### config.mk
export PLATFORM = sky130hd
export DESIGN_NAME = luhn_stream_engine
export DESIGN_NICKNAME = d
export VERILOG_FILES = /design/src/rtl/luhn_pkg.sv /design/src/rtl/luhn_dual_acc.sv /design/src/rtl/luhn_stream_engine.sv
export SDC_FILE = /design/constraint.sdc
export NUM_CORES = 1
export LEC_CHECK = 0
export CORE_MARGIN = 3
export CORE_UTILIZATION = 52
export CTS_CLUSTER_SIZE = 20
export DETAILED_ROUTE_END_ITERATION = 10
export GPL_TIMING_DRIVEN = 0
export PLACE_DENSITY_LB_ADDON = 0.12
export SYNTH_ARGS = -nofsm -noshare
export SYNTH_HDL_FRONTEND = slang
export SYNTH_SLANG_ARGS = --single-unit
### constraint.sdc
create_clock -name clk -period 3.2 [get_ports clk]
set_input_delay 0.64 -clock clk [delete_from_list [all_inputs] [get_ports clk]]
set_output_delay 0.64 -clock clk [all_outputs]
set_load 0.005 [all_outputs]
### src/rtl/luhn_pkg.sv
// Shared types and helpers for the streaming Luhn checker.
// State encoding, digit-doubling table and mod-10 arithmetic used by
// luhn_dual_acc and luhn_stream_engine.
package luhn_pkg;

  typedef enum logic [1:0] {
    IDLE  = 2'd0,
    ACCUM = 2'd1,
    DONE  = 2'd2,
    ERR   = 2'd3
  } luhn_state_e;

  // dbl(d) = 2d, minus 9 when 2d exceeds 9
  localparam logic [3:0] DBL_LUT [0:9] = '{4'd0, 4'd2, 4'd4, 4'd6, 4'd8,
                                           4'd1, 4'd3, 4'd5, 4'd7, 4'd9};

  // Both operands are already reduced (0..9), so one conditional subtract suffices.
  function automatic logic [3:0] add_mod10(input logic [3:0] a, input logic [3:0] b);
    logic [4:0] s;
    s = {1'b0, a} + {1'b0, b};
    if (s >= 5'd10) begin
      s = s - 5'd10;
    end else begin
      s = s;
    end
    return s[3:0];
  endfunction

  // Doubled value of a BCD digit; non-BCD codes map to 0 and are never accumulated.
  function automatic logic [3:0] dbl_digit(input logic [3:0] d);
    logic [3:0] r;
    if (d <= 4'd9) begin
      r = DBL_LUT[d];
    end else begin
      r = 4'd0;
    end
    return r;
  endfunction

  // (10 - s) % 10 for a reduced sum s.
  function automatic logic [3:0] neg_mod10(input logic [3:0] s);
    logic [3:0] r;
    if (s == 4'd0) begin
      r = 4'd0;
    end else begin
      r = 4'd10 - s;
    end
    return r;
  endfunction

endpackage

### src/rtl/luhn_dual_acc.sv
// Dual mod-10 Luhn accumulator.
// sum_o doubles digits at odd 1-based positions, sum_e doubles digits at even
// positions. Keeping both lets the final length pick the right one without
// buffering the digits.
module luhn_dual_acc (
  input  logic       clk,
  input  logic       rst,
  input  logic       clr,
  input  logic       en,
  input  logic [3:0] digit,
  output logic [3:0] sum_o,
  output logic [3:0] sum_e
);
  import luhn_pkg::*;

  logic [3:0] sum_o_r;
  logic [3:0] sum_e_r;
  logic       even_pos_r;   // 1 when the next digit sits at an even position
  logic [3:0] dbl_s;

  // Doubled form of the incoming digit.
  always_comb begin
    dbl_s = dbl_digit(digit);
  end

  // Fold the accepted digit into both sums and advance the position parity.
  always_ff @(posedge clk) begin
    if (rst || clr) begin
      sum_o_r    <= 4'd0;
      sum_e_r    <= 4'd0;
      even_pos_r <= 1'b0;
    end else if (en) begin
      if (!even_pos_r) begin
        sum_o_r <= add_mod10(sum_o_r, dbl_s);
        sum_e_r <= add_mod10(sum_e_r, digit);
      end else begin
        sum_o_r <= add_mod10(sum_o_r, digit);
        sum_e_r <= add_mod10(sum_e_r, dbl_s);
      end
      even_pos_r <= ~even_pos_r;
    end
  end

  assign sum_o = sum_o_r;
  assign sum_e = sum_e_r;

endmodule

### src/rtl/luhn_stream_engine.sv
// Streaming Luhn checker: one BCD digit per cycle, no PAN buffer.
// Holds the control FSM, the length counter and the result latches; the
// running sums live in luhn_dual_acc.
// Optional feature: define LUHN_GEN_EN to add check_digit generation.
module luhn_stream_engine #(
  parameter int MIN_DIGITS = 12,
  parameter int MAX_DIGITS = 19,
  parameter int LEN_W      = 5
) (
  input  logic             clk,
  input  logic             rst,
  input  logic             start,
  input  logic             digit_valid,
  input  logic [3:0]       digit_in,
  input  logic             pan_end,
  input  logic             abort,
  output logic             busy,
  output logic [LEN_W-1:0] len_count,
  output logic             done,
  output logic [LEN_W-1:0] len_final,
  output logic             length_ok,
  output logic             luhn_valid,
  output logic             error_flag
`ifdef LUHN_GEN_EN
  ,
  output logic [3:0]       check_digit
`endif
);
  import luhn_pkg::*;

  luhn_state_e      state_r;
  logic             busy_r;
  logic [LEN_W-1:0] len_count_r;
  logic             done_r;
  logic [LEN_W-1:0] len_final_r;
  logic             length_ok_r;
  logic             luhn_valid_r;
  logic             error_flag_r;

  logic             in_accum_s;
  logic             bcd_ok_s;
  logic             full_s;
  logic             bad_digit_s;
  logic             overflow_s;
  logic             accept_s;
  logic             clr_s;
  logic [3:0]       sum_o_s;
  logic [3:0]       sum_e_s;
  logic [3:0]       dbl_s;
  logic [3:0]       sum_o_fin_s;
  logic [3:0]       sum_e_fin_s;
  logic [LEN_W-1:0] n_s;
  logic             len_ok_s;
  logic [3:0]       sel_sum_s;
  logic             luhn_ok_s;
  logic             stray_s;

`ifdef LUHN_GEN_EN
  logic [3:0]       check_digit_r;
  logic [3:0]       gen_s;
`endif

  luhn_dual_acc u_acc (
    .clk   (clk),
    .rst   (rst),
    .clr   (clr_s),
    .en    (accept_s),
    .digit (digit_in),
    .sum_o (sum_o_s),
    .sum_e (sum_e_s)
  );

  // Classify the current digit and derive accumulator controls.
  always_comb begin
    in_accum_s  = (state_r == ACCUM) && !abort && !start;
    bcd_ok_s    = (digit_in <= 4'd9);
    full_s      = (len_count_r >= LEN_W'(MAX_DIGITS));
    bad_digit_s = in_accum_s && digit_valid && !bcd_ok_s;
    overflow_s  = in_accum_s && digit_valid && bcd_ok_s && full_s;
    accept_s    = in_accum_s && digit_valid && bcd_ok_s && !full_s;
    clr_s       = start || abort;
    stray_s     = digit_valid || pan_end;
  end

  // Sums and length including a digit that arrives together with pan_end,
  // so the result can be latched on the pan_end edge.
  always_comb begin
    dbl_s = dbl_digit(digit_in);
    if (accept_s) begin
      if (!len_count_r[0]) begin
        sum_o_fin_s = add_mod10(sum_o_s, dbl_s);
        sum_e_fin_s = add_mod10(sum_e_s, digit_in);
      end else begin
        sum_o_fin_s = add_mod10(sum_o_s, digit_in);
        sum_e_fin_s = add_mod10(sum_e_s, dbl_s);
      end
      n_s = len_count_r + LEN_W'(1);
    end else begin
      sum_o_fin_s = sum_o_s;
      sum_e_fin_s = sum_e_s;
      n_s         = len_count_r;
    end
    len_ok_s  = (n_s >= LEN_W'(MIN_DIGITS)) && (n_s <= LEN_W'(MAX_DIGITS));
    // Even length: the rightmost digit is at an even position, so odd positions are doubled.
    sel_sum_s = n_s[0] ? sum_e_fin_s : sum_o_fin_s;
    luhn_ok_s = len_ok_s && (sel_sum_s == 4'd0);
  end

`ifdef LUHN_GEN_EN
  // Check digit that would occupy position N+1 after an N-digit payload.
  always_comb begin
    gen_s = n_s[0] ? neg_mod10(sum_o_fin_s) : neg_mod10(sum_e_fin_s);
  end
`endif

  // Control FSM with registered status and result outputs.
  always_ff @(posedge clk) begin
    if (rst) begin
      state_r      <= IDLE;
      busy_r       <= 1'b0;
      len_count_r  <= '0;
      done_r       <= 1'b0;
      len_final_r  <= '0;
      length_ok_r  <= 1'b0;
      luhn_valid_r <= 1'b0;
      error_flag_r <= 1'b0;
`ifdef LUHN_GEN_EN
      check_digit_r <= 4'd0;
`endif
    end else begin
      done_r <= 1'b0;
      if (abort || start) begin
        state_r      <= abort ? IDLE : ACCUM;
        busy_r       <= !abort;
        len_count_r  <= '0;
        len_final_r  <= '0;
        length_ok_r  <= 1'b0;
        luhn_valid_r <= 1'b0;
        error_flag_r <= 1'b0;
`ifdef LUHN_GEN_EN
        check_digit_r <= 4'd0;
`endif
      end else begin
        case (state_r)
          ACCUM: begin
            if (bad_digit_s) begin
              state_r      <= ERR;
              busy_r       <= 1'b0;
              error_flag_r <= 1'b1;
            end else if (overflow_s) begin
              state_r      <= ERR;
              busy_r       <= 1'b0;
              error_flag_r <= 1'b1;
              len_count_r  <= LEN_W'(MAX_DIGITS + 1);
            end else begin
              len_count_r <= n_s;
              if (pan_end) begin
                state_r      <= DONE;
                busy_r       <= 1'b0;
                done_r       <= 1'b1;
                len_final_r  <= n_s;
                length_ok_r  <= len_ok_s;
                luhn_valid_r <= luhn_ok_s;
`ifdef LUHN_GEN_EN
                check_digit_r <= gen_s;
`endif
              end
            end
          end
          DONE: begin
            state_r <= IDLE;
            if (stray_s) begin
              error_flag_r <= 1'b1;
            end
          end
          IDLE, ERR: begin
            if (stray_s) begin
              error_flag_r <= 1'b1;
            end
          end
          default: begin
            state_r <= IDLE;
            busy_r  <= 1'b0;
          end
        endcase
      end
    end
  end

  assign busy       = busy_r;
  assign len_count  = len_count_r;
  assign done       = done_r;
  assign len_final  = len_final_r;
  assign length_ok  = length_ok_r;
  assign luhn_valid = luhn_valid_r;
  assign error_flag = error_flag_r;
`ifdef LUHN_GEN_EN
  assign check_digit = check_digit_r;
`endif

endmodule

==> flow_summary_export.csv <==
group,metric,value,unit
detailed_routing,highest_layer,"met4",
final_layout,final_cell_area,0.00299,mm^2
yosys,synth_edf_count,0,
hold_path,worstHoldStart,"state_r[0]",
yosys,syn_nets,346,
timing,worstMarginPinSlew,0.999,ns
worst_setup_path,cp.required,3.40,ns
worst_setup_path,path_class,"primary input to register",
timing,min_period_over_period,95.9,%
worst_setup_path,r2r-end,"luhn_valid",
hold_path,min_delay_worst_endpoint,"state_r[1]",
yosys,synth_common_cells,"33 x nor2_1, 26 x dfxtp_1, 25 x a21oi_1, 25 x nand2_1, 19 x ha_1",
worst_setup_path,crit_path_end_kind,"register",
final_layout,multiInputGateArea,0.00193,mm^2
pwr,p_int,0.000568,W
status,outcome,"finished clean",
detailed_routing,met1_length,3.05,mm
clock_network,cts-root-buf,"clkbuf_8",
clock_network,h-tree-depth,1,
final_layout,drive_gt1_share,14.8,%
yosys,synth_top_area_share,20.8,%
pwr,power.leakage,1.14,nW
detailed_routing,vias,2494,
detailed_routing,wirelength,6.33,mm
run,maxCapViolCount,0,
final_layout,seq_area,520,um^2
worst_setup_path,worst_setup_path_start_kind,"primary input",
detailed_routing,wl_per_cell,15.9,um
clock_network,cts.clk_slew.worst_paths,0.10,ns
final_layout,fillers,412,
floorplanning,dieArea,0.00569,mm^2
worst_setup_path,path_cells,"clkbuf_4 -> ha_2 -> fa_2 -> inv_1 -> ha_1 -> inv_1 -> a21oi_1 -> o22ai_2 -> o211a_1 -> o22ai_2 -> o2bb2ai_1 -> or4_1 -> o31ai_1",
clock_network,cts_hold_buf,0,
pwr,p_switching,0.000205,W
global_routing,grtUsageTotal,22.7,%
detailed_routing,drt_iter0_drc,210,
timing,tns,0,ns
global_routing,grt_pass1_wl,10.2,mm
worst_setup_path,r2r_cells,10,
yosys,yosys_register_bits,26,
detailed_routing,met2_length,2.94,mm
worst_setup_path,path_max_fanout,11,
clock_network,cts_tree,"yes",
hold_path,hold_path_depth,1,
placed_design,hpwl,4.69,mm
yosys,netlist_instances,315,
timing,finalSetupViolations,0,
clock_network,clock_latency,0.28,ns
worst_setup_path,worst_path_max_delay_cell,"fa_2",
detailed_routing,antenna_left,0,
placed_design,place.port_buffers,24,
worst_setup_path,worstPathArrival,3.27,ns
yosys,ys_top_cells_by_area,"dfxtp_1 21%, ha_1 9.5%, a21oi_1 5.0%",
timing,slew_violations,0,
timing,timing.final.ws_setup,0.130,ns
clock_network,numCtsBuffers,3,
pwr,vdd_drop_max,0.315,mV
clock_network,cts.sinks,26,
detailed_routing,remaining_drc_errors,0,
global_routing,grt_start_max_net_pins,16,
placed_design,place_ws,-0.976,ns
global_routing,antenna_found_initial,0,
final_layout,final_nets,377,
pwr,powerDensity,258,mW/mm^2
timing,slew_headroom,32.9,%
floorplanning,pin_count,25,
clock_network,clockBufferDepth,2,
yosys,avgSynthCellArea,7.96,um^2
floorplanning,num_rows,24,
worst_setup_path,r2r_setup_slack,0.32,ns
yosys,syn_area,0.00251,mm^2
detailed_routing,via_per_inst,6.28,
yosys,ys.flop_type,"dfxtp_1",
pwr,p_seq_share,42.3,%
worst_setup_path,critical_path.top_delay_family,"adder cells",
yosys,ys_async_sr_fraction,0,%
floorplanning,start_util,55.6,%
pwr,clkPwrFrac,35.3,%
global_routing,overflow,0,
yosys,yosysMostFrequentCell,"nor2_1",
final_layout,layout.cells.non_filler,397,
yosys,yosysUniqueCellTypes,68,
timing,fin_skew,0.0125,ns
global_routing,grt_pass1_vias,2172,
final_layout,syn_to_final_growth,19.5,%
worst_setup_path,r2r-start,"u_acc.sum_o[0]",
floorplanning,die_h,75.4,um
yosys,yosys_warnings,0,
placed_design,dp_cells,391,
placed_design,routabilityCongestion,0.903,
timing,fmax,0.326,GHz
worst_setup_path,crit_cells,13,
timing,hold_viol_final,0,
pwr,p_total,0.000773,W
yosys,ys_seq_area_share,20.8,%
worst_setup_path,slowest_delay,0.56,ns
final_layout,n_antenna_cell,0,
placed_design,dpl-instance-area,0.00281,mm^2
detailed_routing,dr.pass1.iters,5,
timing,min_period,3.07,ns
pwr,swShare,26.5,%
yosys,yosysTopAreaCell,"dfxtp_1",
detailed_routing,route.met3.wl,287,um
worst_setup_path,worst-path-buf-inv,3,
floorplanning,fp.dieW,75.4,um
hold_path,worstHoldPathType,"register to register",
pwr,p_comb_share,22.4,%
floorplanning,core_area,0.00450,mm^2
==> per-layer routing <==
metal,GRT usage [%],up-vias
met2,35.3,72
met1,33.6,1180
li1,-,1236
met5,0,-
met4,3.88,0
met3,3.56,6
==> metrics by stage <==
step	utilization, %	hold slack (ns)
after CTS	65.2	0.463
after detailed placement	62.4	0.451
after global placement	62.4	0.445
after floorplan	-	0.436
after global routing	66.5	0.493
final	66.5	0.459
==> how the worst max path moves through the flow <==
| stage | from | endpoint |
|---|---|---|
| floorplan | digit_in[0] | luhn_valid |
| global placement | digit_in[0] | luhn_valid |
| detailed placement | digit_in[0] | luhn_valid |
| CTS | digit_in[1] | u_acc.sum_e[3] |
| global route | digit_in[3] | u_acc.sum_o[1] |
| finish | digit_in[0] | u_acc.sum_e[2] |
==> cells by family (layout without fill, tap and decap cells) <==
group	after synthesis	count (layout)	share of synthesized area, %
AOI/OAI and AO/OA	99	99	27.5
xor gates and xnor gates	18	18	6.29
adders and majority gates	21	21	11.1
buffers and inverters	30	60	6.49
DFF	26	26	20.8
muxes	5	5	2.05
and+or+nand+nor	116	116	25.8
==> layout by cell type, fill, tap and decap left out, drive strengths merged, types with 8 or more instances in the layout <==
cell and n:
a211oi 9, a21oi 26, buf 8, clkbuf 16, clkdlybuf4s50 20, dfxtp 26, ha 19, inv 13
nand2 25, nand3 10, nor2 33, nor3 8, o21ai 12, o22ai 9, xnor2 13
==> flip-flops by register name (all words and copies together) (netlist names) <==
register          count
u_acc.even_pos_r      1
done                  1
u_acc.sum_o           4
error_flag            1
state_r               2
len_count             5
busy                  1
length_ok             1
u_acc.sum_e           4
luhn_valid            1
len_final             5
==> worst register-to-register path, delay by kind of cell, from the launching register on <==
family | cells | cell delay (ns)
compound gates | 5 | 0.86
flops | 1 | 0.41
fa+ha+maj | 3 | 0.93
simple gates | 1 | 0.48
buf+inv | 1 | 0.11
==> area by class of cell <==
type                            instances  share of cell area, %
Sequential cell                        26                   17.4
Clock inverter                          1                   1.00
Buffer                                 17                   3.89
Multi-Input combinational cell        259                   64.4
Inverter                               13                   1.63
Clock buffer                            3                   1.38
Timing Repair Buffer                   26                   8.15
Tap cell                               52                   2.17
==> power groups by stage <==
stage	combinational (W)	sequential (W)	clock, W
finish	0.000173	0.000327	0.000273
detailed placement	0.000158	0.000335	0
global placement	0.000155	0.000335	0
floorplan	0.000110	0.000335	0
CTS	0.000163	0.000327	0.000277
global route	0.000190	0.000328	0.000290
==> what timing repair did <==
| action | 4_1_cts | 5_1_grt |
|---|---|---|
| gates resized for setup | 21 | 18 |
| setup buffers | 1 | 1 |
| setup endpoints to repair | 14 | 7 |
| pin swaps | 3 | 3 |
No activity file was read; power rests on OpenSTA's default activity.
